$ cat src/rtl/branch_ctrl_pkg.sv
`default_nettype none
// +----------------------------------------------------------------------------+
// | Module   : branch_ctrl_pkg                                                 |
// | Purpose  : Shared constants for the branch decision stage: branch codes,   |
// |            flag bit positions inside {C,Z,S,V} and the link register index.|
// | Revision : 1.0 - initial release                                           |
// +----------------------------------------------------------------------------+
package branch_ctrl_pkg;

  // Decoded branch codes; 13..15 are unassigned and reported as illegal.
  typedef enum logic [3:0] {
    BR_NONE = 4'd0,
    BR_B    = 4'd1,
    BR_BR   = 4'd2,
    BR_BL   = 4'd3,
    BR_BLTZ = 4'd4,
    BR_BZ   = 4'd5,
    BR_BNZ  = 4'd6,
    BR_BCY  = 4'd7,
    BR_BNCY = 4'd8,
    BR_BS   = 4'd9,
    BR_BNS  = 4'd10,
    BR_BV   = 4'd11,
    BR_BNV  = 4'd12
  } br_code_e;

  // Bit positions of the architectural flags within the 4-bit flag vector.
  localparam int FLG_C = 3;
  localparam int FLG_Z = 2;
  localparam int FLG_S = 1;
  localparam int FLG_V = 0;

  localparam int LINK_REG_DEF = 31;

endpackage : branch_ctrl_pkg
`default_nettype wire

$ cat src/rtl/branch_ctrl_if.sv
`default_nettype none
// +----------------------------------------------------------------------------+
// | Module   : branch_ctrl_if                                                  |
// | Purpose  : Bundle of the decode-side inputs and PC-stage outputs of the    |
// |            branch decision stage.                                          |
// |            master : drives pc/br_type/rs_val/alu flags/flag_we/cnt_clr     |
// |            slave  : drives branch/reg_en/register/link_*/flags/illegal_br/ |
// |                     taken_cnt                                              |
// | Revision : 1.0 - initial release                                           |
// +----------------------------------------------------------------------------+
interface branch_ctrl_if #(
  parameter int CNT_W = 32
) ();
  logic [31:0]      pc;
  logic [3:0]       br_type;
  logic [31:0]      rs_val;
  logic             alu_c;
  logic             alu_z;
  logic             alu_s;
  logic             alu_v;
  logic             flag_we;
  logic             cnt_clr;

  logic             branch;
  logic             reg_en;
  logic [31:0]      register;
  logic             link_we;
  logic [31:0]      link_addr;
  logic [4:0]       link_idx;
  logic [3:0]       flags;
  logic             illegal_br;
  logic [CNT_W-1:0] taken_cnt;

  modport master (
    output pc, br_type, rs_val, alu_c, alu_z, alu_s, alu_v, flag_we, cnt_clr,
    input  branch, reg_en, register, link_we, link_addr, link_idx, flags,
           illegal_br, taken_cnt
  );

  modport slave (
    input  pc, br_type, rs_val, alu_c, alu_z, alu_s, alu_v, flag_we, cnt_clr,
    output branch, reg_en, register, link_we, link_addr, link_idx, flags,
           illegal_br, taken_cnt
  );
endinterface : branch_ctrl_if
`default_nettype wire

$ cat src/rtl/branch_ctrl_br_cond_eval.sv
`default_nettype none
// +----------------------------------------------------------------------------+
// | Module   : br_cond_eval                                                    |
// | Purpose  : Purely combinational branch condition evaluation.               |
// |   br_type in 4   decoded branch code                                       |
// |   flags   in 4   registered {C,Z,S,V}                                      |
// |   rs_val  in 32  rs operand for zero/sign tests                            |
// |   taken   out 1  branch is taken                                           |
// |   reg_en  out 1  target comes from rs (BR only)                            |
// |   link_we out 1  call link write (BL only)                                 |
// |   illegal out 1  unassigned branch code                                    |
// | Revision : 1.0 - initial release                                           |
// +----------------------------------------------------------------------------+
module br_cond_eval
  import branch_ctrl_pkg::*;
(
  input  wire logic [3:0]  br_type,
  input  wire logic [3:0]  flags,
  input  wire logic [31:0] rs_val,
  output logic             taken,
  output logic             reg_en,
  output logic             link_we,
  output logic             illegal
);

  // No branch code tests Z; it is carried for completeness of the flag vector.
  logic w_unused_z;
  assign w_unused_z = flags[FLG_Z];

  logic w_rs_zero;
  assign w_rs_zero = (rs_val == 32'd0);

  always_comb begin
    taken   = 1'b0;
    reg_en  = 1'b0;
    link_we = 1'b0;
    illegal = 1'b0;
    case (br_code_e'(br_type))
      BR_NONE: ;
      BR_B:    taken = 1'b1;
      BR_BR: begin
        taken  = 1'b1;
        reg_en = 1'b1;
      end
      BR_BL: begin
        taken   = 1'b1;
        link_we = 1'b1;
      end
      BR_BLTZ: taken = rs_val[31];
      BR_BZ:   taken = w_rs_zero;
      BR_BNZ:  taken = ~w_rs_zero;
      BR_BCY:  taken = flags[FLG_C];
      BR_BNCY: taken = ~flags[FLG_C];
      BR_BS:   taken = flags[FLG_S];
      BR_BNS:  taken = ~flags[FLG_S];
      BR_BV:   taken = flags[FLG_V];
      BR_BNV:  taken = ~flags[FLG_V];
      default: illegal = 1'b1;
    endcase
  end

endmodule : br_cond_eval
`default_nettype wire

$ cat src/rtl/branch_ctrl.sv
`default_nettype none
// +----------------------------------------------------------------------------+
// | Module   : branch_ctrl                                                     |
// | Purpose  : Branch decision stage feeding the PC update register. Holds the |
// |            {C,Z,S,V} flag register, decides branches with zero latency    |
// |            against the registered flags or rs, produces the call link     |
// |            write (pc+4 -> r[LINK_REG]) and a saturating taken counter.    |
// |   clk  in  system clock                                                    |
// |   rst  in  asynchronous active-high reset                                  |
// |   bus  slave modport of branch_ctrl_if (all data inputs and outputs)      |
// | Revision : 1.0 - initial release                                           |
// +----------------------------------------------------------------------------+
module branch_ctrl
  import branch_ctrl_pkg::*;
#(
  parameter int CNT_W    = 32,
  parameter int LINK_REG = LINK_REG_DEF
) (
  input  wire logic     clk,
  input  wire logic     rst,
  branch_ctrl_if.slave  bus
);

  localparam logic [CNT_W-1:0] C_CNT_ONE = {{(CNT_W-1){1'b0}}, 1'b1};

  logic [3:0]       r_flags;
  logic [CNT_W-1:0] r_cnt;

  logic w_taken;
  logic w_reg_en;
  logic w_link_we;
  logic w_illegal;

  // Decision uses the registered flags, so a same-cycle flag write only
  // affects the next instruction.
  br_cond_eval u_cond (
    .br_type (bus.br_type),
    .flags   (r_flags),
    .rs_val  (bus.rs_val),
    .taken   (w_taken),
    .reg_en  (w_reg_en),
    .link_we (w_link_we),
    .illegal (w_illegal)
  );

  always_ff @(posedge clk or posedge rst) begin
    if (rst) begin
      r_flags <= 4'b0000;
      r_cnt   <= '0;
    end else begin
      if (bus.flag_we) begin
        r_flags <= {bus.alu_c, bus.alu_z, bus.alu_s, bus.alu_v};
      end
      // Clear wins over increment; the counter sticks at all-ones.
      if (bus.cnt_clr) begin
        r_cnt <= '0;
      end else if (w_taken && (r_cnt != {CNT_W{1'b1}})) begin
        r_cnt <= r_cnt + C_CNT_ONE;
      end
    end
  end

  assign bus.branch     = w_taken;
  assign bus.reg_en     = w_reg_en;
  assign bus.register   = bus.rs_val;
  assign bus.link_we    = w_link_we;
  assign bus.link_addr  = bus.pc + 32'd4;
  assign bus.link_idx   = 5'(LINK_REG);
  assign bus.flags      = r_flags;
  assign bus.illegal_br = w_illegal;
  assign bus.taken_cnt  = r_cnt;

endmodule : branch_ctrl
`default_nettype wire

$ cat src/flat_wrapper.sv
// flat-port wrapper written by rule: the top's interface ports become plain ports
module branch_ctrl_flat import branch_ctrl_pkg::*;
#(
  parameter int CNT_W    = 32,
  parameter int LINK_REG = LINK_REG_DEF
)
  (clk, rst, bus_pc, bus_br_type, bus_rs_val, bus_alu_c, bus_alu_z, bus_alu_s, bus_alu_v, bus_flag_we, bus_cnt_clr, bus_branch, bus_reg_en, bus_register, bus_link_we, bus_link_addr, bus_link_idx, bus_flags, bus_illegal_br, bus_taken_cnt);
  branch_ctrl_if #(.CNT_W(CNT_W)) bus_i ();
  input  wire logic clk;
  input  wire logic rst;
  input wire logic [$bits(bus_i.pc)-1:0] bus_pc;
  input wire logic [$bits(bus_i.br_type)-1:0] bus_br_type;
  input wire logic [$bits(bus_i.rs_val)-1:0] bus_rs_val;
  input wire logic [$bits(bus_i.alu_c)-1:0] bus_alu_c;
  input wire logic [$bits(bus_i.alu_z)-1:0] bus_alu_z;
  input wire logic [$bits(bus_i.alu_s)-1:0] bus_alu_s;
  input wire logic [$bits(bus_i.alu_v)-1:0] bus_alu_v;
  input wire logic [$bits(bus_i.flag_we)-1:0] bus_flag_we;
  input wire logic [$bits(bus_i.cnt_clr)-1:0] bus_cnt_clr;
  output wire logic [$bits(bus_i.branch)-1:0] bus_branch;
  output wire logic [$bits(bus_i.reg_en)-1:0] bus_reg_en;
  output wire logic [$bits(bus_i.register)-1:0] bus_register;
  output wire logic [$bits(bus_i.link_we)-1:0] bus_link_we;
  output wire logic [$bits(bus_i.link_addr)-1:0] bus_link_addr;
  output wire logic [$bits(bus_i.link_idx)-1:0] bus_link_idx;
  output wire logic [$bits(bus_i.flags)-1:0] bus_flags;
  output wire logic [$bits(bus_i.illegal_br)-1:0] bus_illegal_br;
  output wire logic [$bits(bus_i.taken_cnt)-1:0] bus_taken_cnt;
  assign bus_i.pc = bus_pc;
  assign bus_i.br_type = bus_br_type;
  assign bus_i.rs_val = bus_rs_val;
  assign bus_i.alu_c = bus_alu_c;
  assign bus_i.alu_z = bus_alu_z;
  assign bus_i.alu_s = bus_alu_s;
  assign bus_i.alu_v = bus_alu_v;
  assign bus_i.flag_we = bus_flag_we;
  assign bus_i.cnt_clr = bus_cnt_clr;
  assign bus_branch = bus_i.branch;
  assign bus_reg_en = bus_i.reg_en;
  assign bus_register = bus_i.register;
  assign bus_link_we = bus_i.link_we;
  assign bus_link_addr = bus_i.link_addr;
  assign bus_link_idx = bus_i.link_idx;
  assign bus_flags = bus_i.flags;
  assign bus_illegal_br = bus_i.illegal_br;
  assign bus_taken_cnt = bus_i.taken_cnt;
  branch_ctrl #(.CNT_W(CNT_W), .LINK_REG(LINK_REG)) u_core (.clk(clk), .rst(rst), .bus(bus_i));
endmodule
$ cat config.mk
export PLATFORM = sky130hd
export DESIGN_NAME = branch_ctrl_flat
export DESIGN_NICKNAME = d
export VERILOG_FILES = /design/src/rtl/branch_ctrl_pkg.sv /design/src/rtl/branch_ctrl_if.sv /design/src/rtl/branch_ctrl_br_cond_eval.sv /design/src/rtl/branch_ctrl.sv /design/src/flat_wrapper.sv
export SDC_FILE = /design/constraint.sdc
export NUM_CORES = 1
export LEC_CHECK = 0
export BUFFER_PORTS_ARGS = -buffer_cell sky130_fd_sc_hd__clkbuf_2
export CORE_MARGIN = 8
export CORE_UTILIZATION = 45
export CTS_CLUSTER_SIZE = 10
export DETAILED_ROUTE_END_ITERATION = 6
export PLACE_DENSITY = 0.83
export SLEW_MARGIN = 10
export SYNTH_ARGS = -nofsm -noshare
export SYNTH_HDL_FRONTEND = slang
export SYNTH_SLANG_ARGS = --single-unit
$ cat constraint.sdc
create_clock -name clk -period 3.61 [get_ports clk]
set_input_delay 0.1805 -clock clk [delete_from_list [all_inputs] [get_ports clk]]
set_output_delay 0.1805 -clock clk [all_outputs]
set_load 0.01 [all_outputs]
==> results of run 1 <==
worst max-delay path, stage by stage, from the launching register on:
cell and delay [ns]:
dfrtp_1 0.44, ha_1 0.25, and4_1 0.35, nand2_1 0.14, and4bb_2 0.39, or4_1 0.51, or3_1 0.32, a21oi_1 0.14
metrics by stage:
step                area [µm²]  cells
floorplan                 3160    384
global placement          3810    601
detailed placement        3810    601
CTS                       3900    609
global route              3900    609
finish                    3900    609
final timing paths:
path                                          from                        to  slack [ns]  depth (start not counted)
hold reg to reg                u_core.bus.flags[2]       u_core.bus.flags[2]        0.53                          1
max in group asynchronous                      rst   u_core.bus.taken_cnt[7]        2.76                          4
setup reg to reg           u_core.bus.taken_cnt[0]  u_core.bus.taken_cnt[30]        0.97                          7
setup / recovery           u_core.bus.taken_cnt[0]  u_core.bus.taken_cnt[30]        0.97                          7
hold / removal                           bus_alu_v       u_core.bus.flags[0]        0.13                          2
min in group asynchronous                      rst       u_core.bus.flags[1]        0.53                          4
cell usage after synthesis, drive strengths merged (2+ instances only):
cell type / n
mux2: 20
ha: 2
clkbuf: 11
nand2b: 6
dfrtp: 36
or4: 10
inv: 6
nor3: 11
nor2: 33
nand2: 29
nand4bb: 2
and4: 5
nand4: 13
xnor2: 21
a21oi: 11
and2: 4
o21ai: 6
nand3: 22
and3: 16
xor2: 7
o21bai: 4
and3b: 2
buf: 45
nor4: 15
o211ai: 2
nor2b: 18
or3: 5
o31ai: 7
placed cells by master (no fill, tap or decap), drive strengths merged, types with 2 or more instances in the layout:
cell type  netlist  final
clkbuf          11    181
dfrtp           36     36
nor2            33     33
nand2           29     29
nand3           22     22
xnor2           21     21
mux2            20     20
nor2b           18     18
and3            16     16
nor4            15     15
nand4           13     13
a21oi           11     11
nor3            11     11
or4             10     10
o31ai            7      7
xor2             7      7
o21ai            6      6
nand2b           6      6
inv              6      6
or3              5      5
conb             1      5
and4             5      5
o21bai           4      4
and2             4      4
o211ai           2      2
and3b            2      2
nand4bb          2      2
ha               2      2
buf             45      2
per-layer routing:
layer  global-route usage  wire length (µm)
met1                0.208              3710
met2                0.364              5300
met3               0.0433               680
met4               0.0629               193
met5                    0                 0
sequential cells by signal, indices dropped and copies added (netlist names):
| signal | flops |
|---|---|
| u_core.bus.taken_cnt | 32 |
| u_core.bus.flags | 4 |
area by class of cell:
| class | instances | area, µm² |
|---|---|---|
| inverter | 6 | 22.5 |
| fill | 626 | 2900 |
| multi-input combinational | 286 | 1870 |
| clock buffer | 6 | 72.6 |
| timing repair buffer | 178 | 901 |
| clock inverter | 1 | 5.00 |
| tap | 96 | 120 |
| sequential | 36 | 901 |
cell families (layout without fill, tap and decap cells):
group / after synthesis / in the layout
flops: 36 / 36
fa+ha+maj: 2 / 2
simple gates: 198 / 198
xor+xnor: 28 / 28
mux: 21 / 21
other cells: 1 / 5
buf+inv: 62 / 191
compound gates: 32 / 32
repair_timing:
item / in CTS / in global routing
hold endpoints to repair: 36 / 0
resized for setup: 0 / 0
hold buffers: 1 / 0
buffers inserted: 0 / 0
power breakdown:
group          switching (µW)  internal [µW]  leakage (µW)
combinational             136           95.3       0.00139
clock                     137            131     0.0000410
sequential               8.28            411      0.000493
==> out/results.tsv, run 1 <==
metric	value	unit
primary flip-flop cell chosen by synthesis mapping	dfrtp_1	
Area growth syn-to-layout	24.1	%
post-synth design cell area	3140	µm²
flip-flop and latch count after synthesis	36	
first-pass iteration count of the detailed router	4	
I/O Buffers	175	
remaining number of nets flagged by the antenna check after routing	0	
XOR/XNOR Fraction of Synth Area	0.0781	
normalized max-slew margin	0.362	
Layout Nets	591	
Vias per Instance	5.28	
class of the most critical setup path	flip-flop to flip-flop	
I/O pin count	185	
first-pass GRT wire length	15800	µm
Routed wire per std cell	16.2	µm
maximum achievable frequency	379	MHz
cts bufs inserted	5	
full die area	9910	µm²
startpoint type of the worst setup path	flip-flop	
RSZ-0062 raised after global routing	no	
max-cap check violation count	0	
mean area per synthesized cell	8.26	µm²
Final Hold Vio Count	0	
Final Util	0.573	
width of the chip	99.5	µm
share of the cycle needed by the critical path after routing	0.731	
result of the run	completed	
buffer levels on the longest clock path	2	
area leader, netlist	dfrtp_1	
leakage power total	0.00192	µW
adder-cell share of the synthesized area	0.00797	
global placer's final weighted congestion	0.881	
pin count of the biggest net entering global routing	54	
final worst setup slack	0.972	ns
transition time at the pin with the least slew margin	0.958	ns
shortest clock period the worst path allows after layout	2.64	ns
clock slew at the register clock pins of the worst setup and hold paths	0.07	ns
number of vias in the routed layout	3213	
antenna violations before repair	0	
number of instances in the synthesized netlist	380	
peak ir drop on the vdd network	0.196	mV
TritonCTS Sinks	36	
largest fanout on the critical path	23	
Tot Pwr	918	µW
worst slack, placed	0.982	ns
Pwr per Cell Area	236	nW/µm²
leading post-synthesis cells by cell area	dfrtp_1 29%, buf_4 9.3%, mux2_2 7.2%	
clock skew	0.00415	ns
Antenna Cells	0	
DRC Markers	0	
TritonCTS clock tree	yes	
share of post-route cells with drive strength above 1	0.411	
worst hold slack across all endpoints	0.131	ns
Min-Delay Path Class	input pin to flip-flop	
required time of the critical path	3.80	ns
post-synth top area share	0.287	
HPWL Detailed	8230	µm
aggregate global-route resource usage	0.194	
number of DRC markers after the initial detailed-route iteration	126	
dominant combinational cell family by area after synthesis	simple AND/OR/NAND/NOR gates	
total gr overflow	0	
via count of the first global-routing pass	3225	
area inside the core boundary	6790	µm²
placement row count	30	
root buf cell	clkbuf_8	
Netlist cell types	46	
Worst Path Arrival	2.83	ns
Initial Utilization	0.462	
Vert. Die Dim	99.5	µm
Post-Route WL	9880	µm
Async SR Flop Fraction	1.00	
Setup crit end kind	flip-flop	
synthesis warning total	0	
mux contribution to synthesized area	0.0749	
EDFF count, synth	0	
CTS H-Tree Depth	2	
Compound-Gate Fraction of Synth Area	0.0633	
post-route setup TNS	0	ns
synthesized-area fraction occupied by and/or/nand/nor cells	0.365	
fin. max-slew vios	0	
fraction of the yosys area taken by sequential cells	0.287	
later-pin clock latency in the skew report	0.29	ns
setup violation total in the final timing report	0	
(Power assumes the default switching activity.)
==> run 2, diff against run 1 <==
--- a/config.mk
+++ b/config.mk
@@ -5,12 +5,13 @@
 export SDC_FILE = /design/constraint.sdc
 export NUM_CORES = 1
 export LEC_CHECK = 0
+export ABC_AREA = 1
 export BUFFER_PORTS_ARGS = -buffer_cell sky130_fd_sc_hd__clkbuf_2
 export CORE_MARGIN = 8
 export CORE_UTILIZATION = 45
 export CTS_CLUSTER_SIZE = 10
 export DETAILED_ROUTE_END_ITERATION = 6
-export PLACE_DENSITY = 0.83
+export PLACE_DENSITY = 0.8
 export SLEW_MARGIN = 10
 export SYNTH_ARGS = -nofsm -noshare
 export SYNTH_HDL_FRONTEND = slang
==> constraint.sdc (replaced) <==
create_clock -name clk -period 2.5 [get_ports clk]
set_input_delay 0.125 -clock clk [delete_from_list [all_inputs] [get_ports clk]]
set_output_delay 0.125 -clock clk [all_outputs]
set_load 0.01 [all_outputs]
==> run 2 against run 1 <==
Against the previous run: total power increased by 68%; final area increased by 16%; non-clock buffer count increased by 2; via count increased by 32%; register-to-register slack got worse by 0.49 ns; global-route usage increased by 1.8 points; wire length increased by 23%; area after synthesis increased by 19%; clock-buffer cell count increased by 1.
==> out/results.tsv, run 2 <==
metric	value	unit
result of the run	completed	
setup violation total in the final timing report	0	
share of the cycle needed by the critical path after routing	0.806	
most frequent cells in the layout	179 x nand2_1, 175 x clkbuf_2, 94 x nor2_1	
later-pin clock latency in the skew report	0.29	ns
cell-by-cell listing of the critical path	ha_1, nand2_1, nor2_2, nand3b_1, nor2_2, nand4_4, buf_4, nand4_1, nand2_1	
TritonCTS Sinks	36	
first-pass GRT wire length	20200	µm
Vert. Die Dim	107	µm
buffer levels on the longest clock path	2	
RR Startpoint	u_core.bus.taken_cnt[0]	
antenna violations before repair	0	
required time of the critical path	2.67	ns
RSZ-0062 raised after global routing	no	
Min-Delay Path Class	input pin to flip-flop	
width of the chip	107	µm
full die area	11400	µm²
synthesis warning total	0	
normalized max-slew margin	0.336	
global placer's final weighted congestion	0.927	
post-route cell area	4530	µm²
area inside the core boundary	8130	µm²
Vias per Instance	4.99	
Worst Path Arrival	2.19	ns
final worst setup slack	0.486	ns
mean area per synthesized cell	6.11	µm²
number of vias in the routed layout	4252	
flip-flop count of the largest register after layout	32	
primary flip-flop cell chosen by synthesis mapping	dfrtp_1	
max-cap check violation count	0	
Layout Nets	824	
Compound-Gate Fraction of Synth Area	0.00672	
first-pass iteration count of the detailed router	4	
Post-Route WL	12100	µm
leakage power total	0.00260	µW
flip-flop and latch count after synthesis	36	
number of instances in the synthesized netlist	609	
maximum achievable frequency	496	MHz
clock skew	0.00506	ns
biggest cell delay along the critical path	0.45	ns
fin. max-slew vios	0	
area leader, netlist	dfrtp_1	
Final Util	0.557	
post-synth design cell area	3720	µm²
Async SR Flop Fraction	1.00	
peak ir drop on the vdd network	0.294	mV
Netlist cell types	26	
aggregate global-route resource usage	0.211	
largest fanout on the critical path	32	
number of buffer and inverter stages on the critical path	1	
clock slew at the register clock pins of the worst setup and hold paths	0.07	ns
most used standard cell by instance count after synthesis	nand2_1	
TritonCTS clock tree	yes	
worst slack, placed	0.497	ns
top cells by instance count after synthesis	179 x nand2_1, 94 x nor2_1, 73 x inv_1	
I/O Buffers	175	
EDFF count, synth	0	
cts bufs inserted	5	
Initial Utilization	0.458	
post-route setup TNS	0	ns
CTS H-Tree Depth	2	
worst hold slack across all endpoints	0.0508	ns
HPWL Detailed	10100	µm
Critical Path Source	u_core.bus.taken_cnt[0]	
origin of the worst min-delay path	bus_alu_s	
Crit-path slowest cell	dfrtp_1	
remaining number of nets flagged by the antenna check after routing	0	
root buf cell	clkbuf_8	
XOR/XNOR Fraction of Synth Area	0.0988	
I/O pin count	185	
transition time at the pin with the least slew margin	0.995	ns
Antenna Cells	0	
Area growth syn-to-layout	21.8	%
placed cell area	4400	µm²
number of DRC markers after the initial detailed-route iteration	187	
dominant combinational cell family by area after synthesis	simple AND/OR/NAND/NOR gates	
mux contribution to synthesized area	0.00605	
synthesized-area fraction occupied by and/or/nand/nor cells	0.463	
startpoint type of the worst setup path	flip-flop	
class of the most critical setup path	flip-flop to flip-flop	
share of post-route cells with drive strength above 1	0.266	
DRC Markers	0	
Pwr per Cell Area	341	nW/µm²
placement row count	33	
adder-cell share of the synthesized area	0.00672	
fill cell total of the finished layout	788	
via count of the first global-routing pass	4299	
total gr overflow	0	
Routed wire per std cell	14.2	µm
post-synth top area share	0.242	
shortest clock period the worst path allows after layout	2.01	ns
Final Hold Vio Count	0	
leading post-synthesis cells by cell area	dfrtp_1 24%, nand2_1 18%, nor2_1 9.5%	
pin count of the biggest net entering global routing	65	
fraction of the yosys area taken by sequential cells	0.242	
commonest non-fill, non-tap cell in the layout	nand2_1	
Setup crit end kind	flip-flop	
Top delay family on crit path	simple AND/OR/NAND/NOR gates	
==> run 2: changes by cell type in the layout (fill, tap and decap cells not counted), moves of 12 or more <==
cell,delta
and3_1,-16
inv_1,+67
mux2_2,-18
nand2_1,+150
nand3_1,+41
nand4_1,+26
nor2_1,+61
nor2b_1,-18
nor4_1,-12
xor2_1,+16
==> run 2: cell families (layout without fill, tap and decap cells) <==
logic type / count (synthesis) / in the layout
compound gates: 5 / 5
xor+xnor: 42 / 42
buf+inv: 128 / 262
flops: 36 / 36
other cells: 1 / 5
simple gates: 393 / 393
fa+ha+maj: 2 / 2
mux: 2 / 2
==> run 2: area by class of cell <==
type | count | area [µm²] | share of cell area
multi-input combinational | 449 | 2180 | 0.481
timing repair buffer | 180 | 916 | 0.202
sequential | 36 | 901 | 0.199
inverter | 74 | 278 | 0.0613
tap | 105 | 131 | 0.0290
clock buffer | 7 | 96.3 | 0.0212
clock inverter | 1 | 30.0 | 0.00662
==> run 2: power by group <==
part	total, µW	internal [µW]	switching [µW]
logic	372	135	237
clock network	568	352	216
registers	605	593	11.9
==> run 2: repair_timing <==
item / in CTS / in global routing
hold buffers: 1 / 0
resized for setup: 0 / 0
endpoints found under the hold margin: 18 / 0
setup buffers: 0 / 0
==> run 2: worst reg2reg max path, cell delays in order (launching register included) <==
cell and delay, ns:
dfrtp_1 0.45, ha_1 0.29, nand2_1 0.11, nor2_2 0.20, nand3b_1 0.11, nor2_2 0.13
nand4_4 0.10, buf_4 0.28, nand4_1 0.15, nand2_1 0.08
==> run 2: worst paths after layout <==
check / slack [ns] / end / depth (start not counted)
min: 0.05 / u_core.bus.flags[1] / 3
min in group asynchronous: 0.46 / u_core.bus.flags[2] / 3
max in group asynchronous: 1.34 / u_core.bus.taken_cnt[17] / 4
min reg2reg: 0.53 / u_core.bus.flags[2] / 1
max reg2reg: 0.49 / u_core.bus.taken_cnt[1] / 9
max: 0.49 / u_core.bus.taken_cnt[1] / 9
==> run 2: routing by layer <==
metal / up-vias / GRT usage / wire length, µm
met1: 1899 / 0.235 / 4820
met3: 23 / 0.0432 / 993
met5: - / 0 / 0
li1: 2159 / - / -
met2: 171 / 0.393 / 6080
met4: 0 / 0.0643 / 224
==> run 2: per-stage QoR <==
step,cells,total power (µW)
2_1_floorplan,613,855
3_3_place_gp,843,982
3_5_place_dp,843,988
4_1_cts,852,1550
5_1_grt,852,1620
6_report,852,1540
